[config.mk]
export PLATFORM = sky130hd
export DESIGN_NAME = riscv_core_mul_div_ctrl
export DESIGN_NICKNAME = d
export VERILOG_FILES = /design/src/rtl/riscv_core_mul_div_ctrl.sv
export SDC_FILE = /design/constraint.sdc
export NUM_CORES = 1
export LEC_CHECK = 0
export BUFFER_PORTS_ARGS = -buffer_cell sky130_fd_sc_hd__buf_2
export CAP_MARGIN = 20
export CORE_AREA = 2 2 161 163
export CTS_CLUSTER_DIAMETER = 150
export DETAILED_ROUTE_END_ITERATION = 8
export DIE_AREA = 0 0 163 165
export PLACE_DENSITY = 0.55
export SYNTH_ARGS = -nofsm -noshare
export SYNTH_HDL_FRONTEND = slang
export SYNTH_SLANG_ARGS = --single-unit
[constraint.sdc]
create_clock -name i_mdc_clk -period 3 [get_ports i_mdc_clk]
set_input_delay 0.3 -clock i_mdc_clk [delete_from_list [all_inputs] [get_ports i_mdc_clk]]
set_output_delay 0.3 -clock i_mdc_clk [all_outputs]
set_load 0.05 [all_outputs]
[src/rtl/riscv_core_mul_div_ctrl.sv]
// Issue/sequencing controller for the M-extension unit: latches one MUL/DIV op, stalls EX until the result
// is captured, pulses writeback, handles flush and a divide watchdog. Optional DIV result cache: MUL_DIV_DIV_CACHE_EN.
module riscv_core_mul_div_ctrl #(
   parameter int XLEN        = 64,
   parameter int DIV_TIMEOUT = XLEN + 8
) (
   input  logic            i_mdc_clk,
   input  logic            i_mdc_rstn,
   input  logic            i_mdc_valid,
   input  logic [3:0]      i_mdc_control,
   input  logic            i_mdc_isword,
   input  logic [XLEN-1:0] i_mdc_srcA,
   input  logic [XLEN-1:0] i_mdc_srcB,
   input  logic [4:0]      i_mdc_rd,
   input  logic            i_mdc_flush,
   output logic            o_mdc_unit_en,
   output logic [XLEN-1:0] o_mdc_unit_srcA,
   output logic [XLEN-1:0] o_mdc_unit_srcB,
   output logic [3:0]      o_mdc_unit_control,
   output logic            o_mdc_unit_isword,
   input  logic            i_mdc_unit_done,
   input  logic [XLEN-1:0] i_mdc_unit_result,
   output logic            o_mdc_stall,
   output logic            o_mdc_wb_valid,
   output logic [4:0]      o_mdc_wb_rd,
   output logic [XLEN-1:0] o_mdc_wb_result,
   output logic            o_mdc_err,
   output logic [1:0]      o_mdc_dbg_state
);

   localparam logic [1:0] S_IDLE = 2'd0;
   localparam logic [1:0] S_MUL  = 2'd1;
   localparam logic [1:0] S_DIV  = 2'd2;
   localparam logic [1:0] S_WB   = 2'd3;

   localparam int            CW     = $clog2(DIV_TIMEOUT + 1);
   localparam logic [CW-1:0] C_LAST = CW'(DIV_TIMEOUT - 1);

   // Handshake: an op is taken in IDLE when i_mdc_valid is high and i_mdc_flush is low; o_mdc_stall is the
   // not-ready back-pressure and o_mdc_wb_valid is a single-cycle result strobe with no ready.
   logic [1:0]      r_state;
   logic [XLEN-1:0] r_srcA;
   logic [XLEN-1:0] r_srcB;
   logic [3:0]      r_control;
   logic            r_isword;
   logic [4:0]      r_rd;
   logic [CW-1:0]   r_cnt;
   logic [4:0]      r_wb_rd;
   logic [XLEN-1:0] r_wb_result;

   logic            w_issue;
   logic            w_div_done;
   logic            w_div_timeout;
   logic            w_c_hit;
   logic            w_skip;
   logic [XLEN-1:0] w_mul_result;

   assign w_issue       = (r_state == S_IDLE) & i_mdc_valid & ~i_mdc_flush;
   assign w_div_done    = (r_state == S_DIV) & ~i_mdc_flush & i_mdc_unit_done;
   assign w_div_timeout = (r_state == S_DIV) & ~i_mdc_flush & ~i_mdc_unit_done & (r_cnt == C_LAST);

`ifdef MUL_DIV_DIV_CACHE_EN
   logic            r_c_valid;
   logic [XLEN-1:0] r_c_srcA;
   logic [XLEN-1:0] r_c_srcB;
   logic [XLEN-1:0] r_c_result;
   logic [3:0]      r_c_control;
   logic            r_c_isword;
   logic            r_hit;

   assign w_c_hit = r_c_valid & i_mdc_control[2] &
                    (i_mdc_srcA == r_c_srcA) & (i_mdc_srcB == r_c_srcB) &
                    (i_mdc_control == r_c_control) & (i_mdc_isword == r_c_isword);
   assign w_skip       = r_hit;
   assign w_mul_result = r_hit ? r_c_result : i_mdc_unit_result;

   // A cache hit rides the MUL state with the unit idle; only divider completions refill the entry.
   always_ff @(posedge i_mdc_clk) begin
      if (!i_mdc_rstn) begin
         r_c_valid   <= 1'b0;
         r_c_srcA    <= '0;
         r_c_srcB    <= '0;
         r_c_result  <= '0;
         r_c_control <= '0;
         r_c_isword  <= 1'b0;
         r_hit       <= 1'b0;
      end else begin
         if (w_issue) begin
            r_hit <= w_c_hit;
         end
         if (w_div_timeout) begin
            r_c_valid <= 1'b0;
         end else if (w_div_done) begin
            r_c_valid   <= 1'b1;
            r_c_srcA    <= r_srcA;
            r_c_srcB    <= r_srcB;
            r_c_control <= r_control;
            r_c_isword  <= r_isword;
            r_c_result  <= i_mdc_unit_result;
         end
      end
   end
`else
   assign w_c_hit      = 1'b0;
   assign w_skip       = 1'b0;
   assign w_mul_result = i_mdc_unit_result;
`endif

   always_ff @(posedge i_mdc_clk) begin
      if (!i_mdc_rstn) begin
         r_state     <= S_IDLE;
         r_srcA      <= '0;
         r_srcB      <= '0;
         r_control   <= '0;
         r_isword    <= 1'b0;
         r_rd        <= '0;
         r_cnt       <= '0;
         r_wb_rd     <= '0;
         r_wb_result <= '0;
      end else begin
         case (r_state)
            S_IDLE: begin
               if (w_issue) begin
                  r_srcA    <= i_mdc_srcA;
                  r_srcB    <= i_mdc_srcB;
                  r_control <= i_mdc_control;
                  r_isword  <= i_mdc_isword;
                  r_rd      <= i_mdc_rd;
                  r_cnt     <= '0;
                  r_state   <= (i_mdc_control[2] & ~w_c_hit) ? S_DIV : S_MUL;
               end
            end
            S_MUL: begin
               if (i_mdc_flush) begin
                  r_state <= S_IDLE;
               end else begin
                  r_wb_rd     <= r_rd;
                  r_wb_result <= w_mul_result;
                  r_state     <= S_WB;
               end
            end
            S_DIV: begin
               // Flush beats completion, and completion beats the watchdog in the same cycle.
               if (i_mdc_flush) begin
                  r_cnt   <= '0;
                  r_state <= S_IDLE;
               end else if (i_mdc_unit_done) begin
                  r_cnt       <= '0;
                  r_wb_rd     <= r_rd;
                  r_wb_result <= i_mdc_unit_result;
                  r_state     <= S_WB;
               end else if (r_cnt == C_LAST) begin
                  r_cnt       <= '0;
                  r_wb_rd     <= r_rd;
                  r_wb_result <= {XLEN{1'b1}};
                  r_state     <= S_WB;
               end else begin
                  r_cnt <= r_cnt + 1'b1;
               end
            end
            S_WB: begin
               r_state <= S_IDLE;
            end
            default: begin
               r_state <= S_IDLE;
            end
         endcase
      end
   end

   assign o_mdc_unit_en      = ((r_state == S_MUL) & ~w_skip) | (r_state == S_DIV);
   assign o_mdc_unit_srcA    = r_srcA;
   assign o_mdc_unit_srcB    = r_srcB;
   assign o_mdc_unit_control = r_control;
   assign o_mdc_unit_isword  = r_isword;
   assign o_mdc_stall        = ((r_state == S_IDLE) & i_mdc_valid) | (r_state == S_MUL) | (r_state == S_DIV);
   assign o_mdc_wb_valid     = (r_state == S_WB) & ~i_mdc_flush;
   assign o_mdc_wb_rd        = r_wb_rd;
   assign o_mdc_wb_result    = r_wb_result;
   assign o_mdc_err          = w_div_timeout;
   assign o_mdc_dbg_state    = r_state;

endmodule

==> impl_metrics.py <==
metrics = {
    "run_status": {
        "status": "finished, final reports clean",
    },
    "job": {
        "maxCapViolations": 0,
    },
    "final_layout": {
        "multiInputGateArea_um2": 3300,
        "register_area_um2": 4320,
        "syn_to_final_growth_pct": 42.2,
        "nFillCells": 2555,
        "fin_area_um2": 11200,
        "final_nets": 1447,
        "drive_above_1_share_pct": 42.6,
        "final_core_util_pct": 44.8,
        "n_antenna_cell": 0,
    },
    "floorplanning": {
        "die_y_um": 165,
        "initial_core_util_pct": 31.5,
        "dieArea_um2": 26900,
        "die_w_um": 163,
        "core-area_um2": 25000,
        "rows": 58,
        "ioPinCount": 415,
    },
    "power": {
        "power_leakage_nw": 5.16,
        "power.density_nw_per_um2": 923,
        "ir_drop_uv": 483,
        "p_total_mw": 10.4,
    },
    "global_routing": {
        "grt_first_pass_wirelength_mm": 38.1,
        "grt_overflow": 0,
        "antenna_found_initial": 4,
        "grt_usage_pct": 17.7,
        "grt_max_degree": 142,
        "grt_pass1_vias": 6962,
    },
    "sta": {
        "worstMarginPinSlew_ps": 653,
        "fin_tns_setup_ps": 0,
        "finalHoldViolations": 0,
        "relSlewSlack_pct": 56.0,
        "rsz0062_at_grt": "false",
        "fmax_ghz": 0.388,
        "min_period_ps": 2580,
        "period_share_pct": 85.9,
        "setup_viol_count_final": 0,
        "finClkSkew_ps": 9.34,
        "drv_slew": 0,
    },
    "detailed_routing": {
        "viasPerCell": 4.63,
        "via_count": 7322,
        "wirelength_mm": 25.5,
        "ant_nets": 0,
        "wire_per_inst_um": 16.1,
        "drt_pass1_iterations": 4,
        "drtIter0Drc": 438,
        "drcViolationCount": 0,
    },
    "synthesis": {
        "synth_nets": 1053,
        "synth-seq-cells": 216,
        "ys_seq_area_share_pct": 54.8,
        "syn_area_um2": 7900,
        "syn_inst": 840,
        "yosysWarnings": 0,
        "postSynthAreaPerCell_um2": 9.40,
        "ys_types": 31,
    },
    "clock_network": {
        "cts_setup_buffers": 0,
        "clk_latency_ps": 520,
        "cts_resized": 0,
        "cts_max_level": 1,
        "cts_buffers": 26,
        "clock-root-buffer": "clkbuf_16",
        "clock_path_buffers": 3,
        "cts_hold_buf": 12,
        "cts_tree": "yes",
        "cts.sinks": 216,
        "path_clk_slew_ps": 60,
    },
    "worst_setup_path": {
        "cp.required_ps": 2700,
        "startpoint": "o_mdc_dbg_state[0]",
        "end_kind": "output pin",
        "crit_type": "register to output pin",
        "cp_max_fo": 5,
        "worstSetupStartpointType": "register",
        "cp.arrival_ps": 2280,
        "r2r_start": "r_cnt[0]",
    },
    "place": {
        "globalplace.congestion": 0.762,
        "dp_hpwl_mm": 17.6,
        "placed_cell_area_um2": 10200,
        "portBuffers": 414,
    },
    "worst_hold_path": {
        "holdCritStartpoint": "i_mdc_srcB[2]",
        "hp-class": "input port to register",
    },
}
state kept, by name (all words and copies together) (netlist names):
signal / cells
r_cnt: 7
o_mdc_unit_srcB: 64
o_mdc_unit_control: 4
o_mdc_dbg_state: 2
o_mdc_unit_srcA: 64
r_rd: 5
o_mdc_unit_isword: 1
o_mdc_wb_rd: 5
o_mdc_wb_result: 64
through the flow:
| stage | setup slack, ps | hold slack (ps) | cells |
|---|---|---|---|
| 2_1_floorplan | 565 | 438 | 840 |
| 3_3_place_gp | 737 | 441 | 1524 |
| 3_5_place_dp | 704 | 446 | 1524 |
| 4_1_cts | 373 | 0.328 | 1581 |
| 5_1_grt | 288 | 7.36 | 1581 |
| 6_report | 424 | 16.3 | 1581 |
critical path: stages, from the launching register on:
cell	delay, ps
dfxtp_1	340
inv_1	120
ha_1	310
or3b_2	520
nor2_1	150
buf_2	300
layer usage:
metal | GRT usage (%) | share of wire [%] | vias up
met4 | 5.47 | 2.9 | 8
li1 | - | - | 3652
met3 | 6.93 | 10 | 49
met2 | 30.2 | 47 | 301
met5 | 0 | 0.22 | -
met1 | 20.3 | 40 | 3312
report_power, final:
part	leakage (nW)	switching (mW)	internal, mW	total [mW]
combinational	2.96	2.65	0.956	3.61
clock	0.430	1.22	1.96	3.18
sequential	1.76	0.238	3.34	3.58
cell usage in the layout, fill, tap and decap left out, drive strengths merged:
master       count
dlygate4sd3     12
or3b             1
a21oi            3
bufinv           3
a31oi            1
buf            423
and3b            1
o311a            2
o221a           64
clkinv           7
clkbuf          35
and3             2
a311oi           1
o2111ai          2
a21boi         139
nor2             8
ha               6
inv              4
nand3b           1
xor2             3
or3              2
or4b             1
nor2b            2
and2             1
or2              1
o21ai            8
dfxtp          216
nand2          292
nor4b            1
mux2i            6
nand3            3
final cells by class:
type                       instances  area share (%)
tap                              330            3.68
multi-input combinational        551            29.4
sequential                       216            38.5
inverter                           4           0.134
clock inverter                    10            1.15
timing repair buffer             435            20.6
clock buffer                      35            6.55
cells in the mapped netlist:
library cell	n	area, um2
nand2_1	292	1100
dfxtp_1	216	4320
a21boi_0	139	1040
o221a_2	64	721
clkbuf_1	59	221
nor2_1	8	30.0
o21ai_0	8	40.0
ha_1	6	75.1
mux2i_1	6	60.1
buf_2	5	25.0
inv_1	4	15.0
a21oi_1	3	15.0
buf_1	3	11.3
nand3_1	3	15.0
xor2_1	3	26.3
and3_1	2	12.5
nor2b_1	2	12.5
o2111ai_1	2	17.5
o311a_1	2	20.0
or3_1	2	12.5
a311oi_2	1	15.0
a31oi_1	1	6.26
and2_1	1	6.26
and3b_1	1	8.76
buf_4	1	7.51
buf_6	1	11.3
nand3b_1	1	7.51
nor4b_2	1	15.0
or2_2	1	6.26
or3b_2	1	8.76
or4b_2	1	10.0
final timing paths:
check,to,slack [ps],cells past startpoint
min reg2reg,o_mdc_wb_rd[2],450,2
max reg2reg,o_mdc_wb_result[23],700,6
min,o_mdc_unit_srcB[2],20,3
max,o_mdc_err,420,5
logic make-up after synthesis:
logic type	synth area share, %
flops	54.8
xor+xnor	0.333
buf+inv	3.69
fa+ha+maj	0.951
compound gates	23.8
simple gates	15.7
mux	0.761
Power figures use the tool's default switching activity.
